### config.mk
export PLATFORM = sky130hd
export DESIGN_NAME = countdown_timer
export DESIGN_NICKNAME = d
export VERILOG_FILES = /design/src/rtl/countdown_timer.sv
export SDC_FILE = /design/constraint.sdc
export NUM_CORES = 1
export LEC_CHECK = 0
export ABC_AREA = 0
export CAP_MARGIN = 20
export CORE_MARGIN = 5
export CORE_UTILIZATION = 25
export CTS_CLUSTER_SIZE = 30
export DETAILED_ROUTE_END_ITERATION = 10
export GPL_ROUTABILITY_DRIVEN = 0
export SYNTH_ARGS = -nofsm -noshare
export SYNTH_HDL_FRONTEND = slang
export SYNTH_SLANG_ARGS = --single-unit
### constraint.sdc
create_clock -name clk -period 2.25 [get_ports clk]
set_input_delay 0.225 -clock clk [delete_from_list [all_inputs] [get_ports clk]]
set_output_delay 0.225 -clock clk [all_outputs]
set_load 0.02 [all_outputs]
### src/rtl/countdown_timer.sv
// countdown_timer: egg-timer main countdown, four BCD digits mm:ss (00:00-99:59).
// Loads clamped setting digits on load_timer and counts down once per sec_pulse while enabled.
//
// Ports:
//   clk, reset (async, active-high)
//   sec_pulse         : one-clk strobe per second
//   load_timer        : load set_* digits into the count
//   main_timer_enable : level, permits decrementing
//   set_min_tens/set_min_ones/set_sec_tens/set_sec_ones : BCD setting digits
//   min_tens/min_ones/sec_tens/sec_ones : registered remaining time
//   timer_done        : high whenever the count is 00:00
//   done_pulse        : one-cycle strobe when a countdown reaches 00:00
//   alarm             : expiry alarm level
//
// Optional feature: define COUNTDOWN_ALARM_EN to build the expiry alarm,
// which stays high for ALARM_SECONDS sec_pulse ticks. Otherwise alarm is 0.
module countdown_timer #(
    parameter int ALARM_SECONDS = 5
) (
    input  logic       clk,
    input  logic       reset,
    input  logic       sec_pulse,
    input  logic       load_timer,
    input  logic       main_timer_enable,
    input  logic [3:0] set_min_tens,
    input  logic [3:0] set_min_ones,
    input  logic [3:0] set_sec_tens,
    input  logic [3:0] set_sec_ones,
    output logic [3:0] min_tens,
    output logic [3:0] min_ones,
    output logic [3:0] sec_tens,
    output logic [3:0] sec_ones,
    output logic       timer_done,
    output logic       done_pulse,
    output logic       alarm
);

    typedef enum logic [1:0] {
        ZERO    = 2'd0,
        PAUSED  = 2'd1,
        RUNNING = 2'd2,
        EXPIRED = 2'd3
    } state_t;

    state_t     state, state_n;
    logic [3:0] min_tens_n, min_ones_n, sec_tens_n, sec_ones_n;
    logic       done_pulse_n;

    // Clamped load values
    logic [3:0] ld_min_tens, ld_min_ones, ld_sec_tens, ld_sec_ones;
    logic       ld_zero;

    // One-second decrement with BCD borrow chain
    logic [3:0] dec_min_tens, dec_min_ones, dec_sec_tens, dec_sec_ones;
    logic       borrow0, borrow1, borrow2;
    logic       dec_zero;

    always_comb begin
        ld_min_tens = (set_min_tens > 4'd9) ? 4'd9 : set_min_tens;
        ld_min_ones = (set_min_ones > 4'd9) ? 4'd9 : set_min_ones;
        ld_sec_tens = (set_sec_tens > 4'd5) ? 4'd5 : set_sec_tens;
        ld_sec_ones = (set_sec_ones > 4'd9) ? 4'd9 : set_sec_ones;
        ld_zero     = ({ld_min_tens, ld_min_ones,
                        ld_sec_tens, ld_sec_ones} == 16'h0000);
    end

    always_comb begin
        borrow0      = (sec_ones == 4'd0);
        dec_sec_ones = borrow0 ? 4'd9 : sec_ones - 4'd1;

        borrow1      = borrow0 && (sec_tens == 4'd0);
        dec_sec_tens = sec_tens;
        if (borrow0)
            dec_sec_tens = (sec_tens == 4'd0) ? 4'd5 : sec_tens - 4'd1;

        borrow2      = borrow1 && (min_ones == 4'd0);
        dec_min_ones = min_ones;
        if (borrow1)
            dec_min_ones = (min_ones == 4'd0) ? 4'd9 : min_ones - 4'd1;

        dec_min_tens = borrow2 ? min_tens - 4'd1 : min_tens;

        dec_zero = ({dec_min_tens, dec_min_ones,
                     dec_sec_tens, dec_sec_ones} == 16'h0000);
    end

    // Next-state and next-count logic
    always_comb begin
        state_n      = state;
        min_tens_n   = min_tens;
        min_ones_n   = min_ones;
        sec_tens_n   = sec_tens;
        sec_ones_n   = sec_ones;
        done_pulse_n = 1'b0;

        if (load_timer) begin
            min_tens_n = ld_min_tens;
            min_ones_n = ld_min_ones;
            sec_tens_n = ld_sec_tens;
            sec_ones_n = ld_sec_ones;
            if (ld_zero)
                state_n = ZERO;
            else if (main_timer_enable)
                state_n = RUNNING;
            else
                state_n = PAUSED;
        end else begin
            unique case (state)
                PAUSED, RUNNING: begin
                    // Enable is sampled on this edge; a pulse only counts
                    // when enable is high at the same time.
                    state_n = main_timer_enable ? RUNNING : PAUSED;
                    if (main_timer_enable && sec_pulse) begin
                        min_tens_n = dec_min_tens;
                        min_ones_n = dec_min_ones;
                        sec_tens_n = dec_sec_tens;
                        sec_ones_n = dec_sec_ones;
                        if (dec_zero) begin
                            state_n      = EXPIRED;
                            done_pulse_n = 1'b1;
                        end
                    end
                end
                default: state_n = state;
            endcase
        end
    end

    always_ff @(posedge clk or posedge reset) begin
        if (reset) begin
            state      <= ZERO;
            min_tens   <= 4'd0;
            min_ones   <= 4'd0;
            sec_tens   <= 4'd0;
            sec_ones   <= 4'd0;
            done_pulse <= 1'b0;
        end else begin
            state      <= state_n;
            min_tens   <= min_tens_n;
            min_ones   <= min_ones_n;
            sec_tens   <= sec_tens_n;
            sec_ones   <= sec_ones_n;
            done_pulse <= done_pulse_n;
        end
    end

    // Derived from the state register, so it moves with the digits.
    assign timer_done = (state == ZERO) || (state == EXPIRED);

`ifdef COUNTDOWN_ALARM_EN
    logic [3:0] alarm_cnt, alarm_cnt_n;
    logic       alarm_n;

    always_comb begin
        alarm_n     = alarm;
        alarm_cnt_n = alarm_cnt;
        if (load_timer) begin
            alarm_n     = 1'b0;
            alarm_cnt_n = 4'd0;
        end else if (state != EXPIRED && state_n == EXPIRED) begin
            alarm_n     = 1'b1;
            alarm_cnt_n = 4'(ALARM_SECONDS);
        end else if (state == EXPIRED && sec_pulse && alarm_cnt != 4'd0) begin
            alarm_cnt_n = alarm_cnt - 4'd1;
            if (alarm_cnt == 4'd1)
                alarm_n = 1'b0;
        end
    end

    always_ff @(posedge clk or posedge reset) begin
        if (reset) begin
            alarm     <= 1'b0;
            alarm_cnt <= 4'd0;
        end else begin
            alarm     <= alarm_n;
            alarm_cnt <= alarm_cnt_n;
        end
    end
`else
    assign alarm = 1'b0;
`endif

endmodule

==> metrics.md <==
| Metric | Value |
|---|---|
| Status | complete, no violations |
| Root Buffer | clkbuf_8 |
| FF+latch count, synth | 19 |
| H-tree Lvls | 1 |
| Cells on worst reg2reg path | 4 |
| Commonest non-fill, non-tap cell in the layout | clkdlybuf4s50_1 |
| Largest net degree at the start of global routing | 25 |
| Post-placement cell count | 251 |
| Max Fanout on Critical Path | 9 |
| Crit path largest cell delay | 0.56 ns |
| Number of flops mapped to enable cells by yosys | 0 |
| P&R area growth vs syn | 39.5% |
| Die area | 6670 um2 |
| Setup TNS | 0 ns |
| IR drop worst, VDD | 0.000260 V |
| Tmin final | 1.96 ns |
| Async SR Flop Fraction | 100% |
| Cell accounting for the most synthesized area | dfrtp_1 |
| Die X | 81.7 um |
| HP Class | in -> async |
| Syn_area_per_cell | 8.80 um2 |
| Drt total wl | 3.53 mm |
| Reg-to-Reg End | state[0]$_DFFE_PP0P_ |
| Vias | 1263 |
| Vias in the first global route | 1223 |
| Clock Skew | 0.00208 ns |
| Nature of the critical path startpoint | flop |
| Critical path required time | 2.03 ns |
| Most used DFF post-synth | dfrtp_1 |
| Top-area cell type share of the netlist area | 37.0% |
| Max cap viols | 0 |
| Grt ovf | 0 |
| P_leak | 0.699 nW |
| Drt pass-1 iters | 4 |
| CTS tree | built |
| Resized cells post-CTS | 0 |
| Die height | 81.7 um |
| CTS clk-pin slew, worst paths | 0.07 ns |
| Setup violators final | 0 |
| CP Class | reg -> out |
| PD cells | 552 nW/um2 |
| Register area share after synthesis | 37.0% |
| Share of cells above drive strength 1 | 8.11% |
| Critical Path AT | 1.73 ns |
| Final cell count without fillers | 255 |
| # IOs | 40 |
| Dpl hpwl | 2.73 mm |
| Max frequency | 512 MHz |
| Reg-to-reg setup timing slack | 0.47 ns |
| Tot GR Track Use | 11.0% |
| Worst reg2reg path startpoint | sec_ones[2]$_DFFE_PP0P_ |
| Diodes inserted | 0 |
| CP Capture Type | output port |
| Iter 0 DRT Violations | 74 |
| Synthesized area | 1280 um2 |
| Unrepaired setup endpoints after global routing | no |
| Global-route wire length before repair | 5.69 mm |
| Max stage delay cell, worst path | clkdlybuf4s50_1 |
| Worst-skew pair later-pin latency | 0.26 ns |
| Clk sinks | 19 |
| Drc violations | 0 |
| Cell variety after synth | 51 |
| Initial Util | 25.5% |
| Remaining antenna violation count | 0 |
| Fin. max-slew vios | 0 |
| Mapped Cells | 146 |
| Max Root-Sink Buffers | 2 |
| Num rows | 26 |
| Period utilization | 86.9% |
| Syn nets | 168 |
| Number of hold buffers added after cts | 0 |
| Vias per cell | 4.95 |
| Worst hold margin | 0.282 ns |
| Post CTS Setup Buffer Count | 0 |
| Core area | 5040 um2 |
| Wirelength per Cell | 13.9 um |
| Top cells by area, synth | dfrtp_1, nor2_1, nand3_1, nor3_1, nand2_1 |
| Most frequent cells in the layout | clkdlybuf4s50_1, nor2_1, dfrtp_1, nand2_1 |
| Antenna violations before repair | 0 |
| Final net count | 208 |
| CP Cell Sequence | xor2_4 -> inv_2 -> clkdlybuf4s50_1 |
| Hold Vio Cnt, Final | 0 |
| Clock buffer count from CTS | 3 |
| Synth warn | 0 |
| IO Port Bufs | 38 |
## cells in the mapped netlist, drive strengths merged, types with 2 or more instances
cell type  count
dfrtp         19
nor2          19
inv            9
nand2          9
nand3          8
nor3           7
o21ai          7
a21oi          6
buf            4
or4            4
xor2           4
a31oi          3
and3           3
clkbuf         3
mux2i          3
nand3b         3
nand4          3
nor4           3
nand2b         2
xnor2          2
## area by class of cell
type / count / area, um2
clock buffers: 3 / 41.3
inverters: 9 / 33.8
flip-flops and latches: 19 / 475
clock inverters: 1 / 5.00
well taps: 70 / 87.6
fillers: 530 / 3250
multi-input cells: 111 / 739
repair buffers: 42 / 410
## per-layer routing
layer  part of all wire (%)  track usage, %  wire length, um  vias to the layer above
met5                      0               0                0                        -
met4                   0.79            2.16               28                        0
met3                    6.9            3.29              245                        4
met2                     44            17.6             1550                       43
met1                     49            14.8             1710                      606
li1                       -               -                -                      610
## where the power goes
| group | total (W) | switching (W) | leakage [nW] | internal (W) |
|---|---|---|---|---|
| Clock | 0.000238 | 0.000115 | 0.0255 | 0.000123 |
| Sequential | 0.000429 | 0.0000552 | 0.225 | 0.000374 |
| Combinational | 0.000322 | 0.000166 | 0.449 | 0.000156 |
## sequential cells by signal, summed over array words and instances, names as in the netlist
name,cells
state,2
min_tens,4
sec_ones,4
done_pulse,1
min_ones,4
sec_tens,4
## worst max-delay path by stage
stage                                  from                 endpoint  slack, ns  cells after the start
floorplan           sec_ones[2]$_DFFE_PP0P_  min_ones[2]$_DFFE_PP0P_       0.57                      4
global placement            set_min_ones[3]     state[1]$_DFFE_PP0P_       0.26                      5
detailed placement          set_min_ones[3]     state[1]$_DFFE_PP0P_       0.21                      5
CTS                    state[1]$_DFFE_PP0P_               timer_done       0.27                      3
global route           state[1]$_DFFE_PP0P_               timer_done       0.21                      3
finish                 state[1]$_DFFE_PP0P_               timer_done       0.29                      3
## through the flow
step           total power [W]  util [%]  area, um2  setup slack (ns)
2_1_floorplan         0.000608         -       1280             0.570
3_3_place_gp          0.000759      34.6       1750             0.255
3_5_place_dp          0.000761      34.6       1750             0.213
4_1_cts                0.00100      35.6       1790             0.270
5_1_grt                0.00105      35.6       1790             0.210
6_report              0.000989      35.6       1790             0.295
## cells by family after synthesis
logic type	synth area share (%)
multiplexers	3.21
other	0.292
adder cells (fa/ha/maj)	0.974
buffers and inverters	5.45
XOR/XNOR	5.55
AND/OR/NAND/NOR	31.2
flip-flops	37.0
AO/OA/AOI/OAI	16.4
## worst max-delay path: cells and delay by family, from the launching register on
family,cells,cell delay (ns)
xor gates and xnor gates,1,0.35
DFF,1,0.46
buffers and inverters,2,0.67
Power figures use the tool's default switching activity.
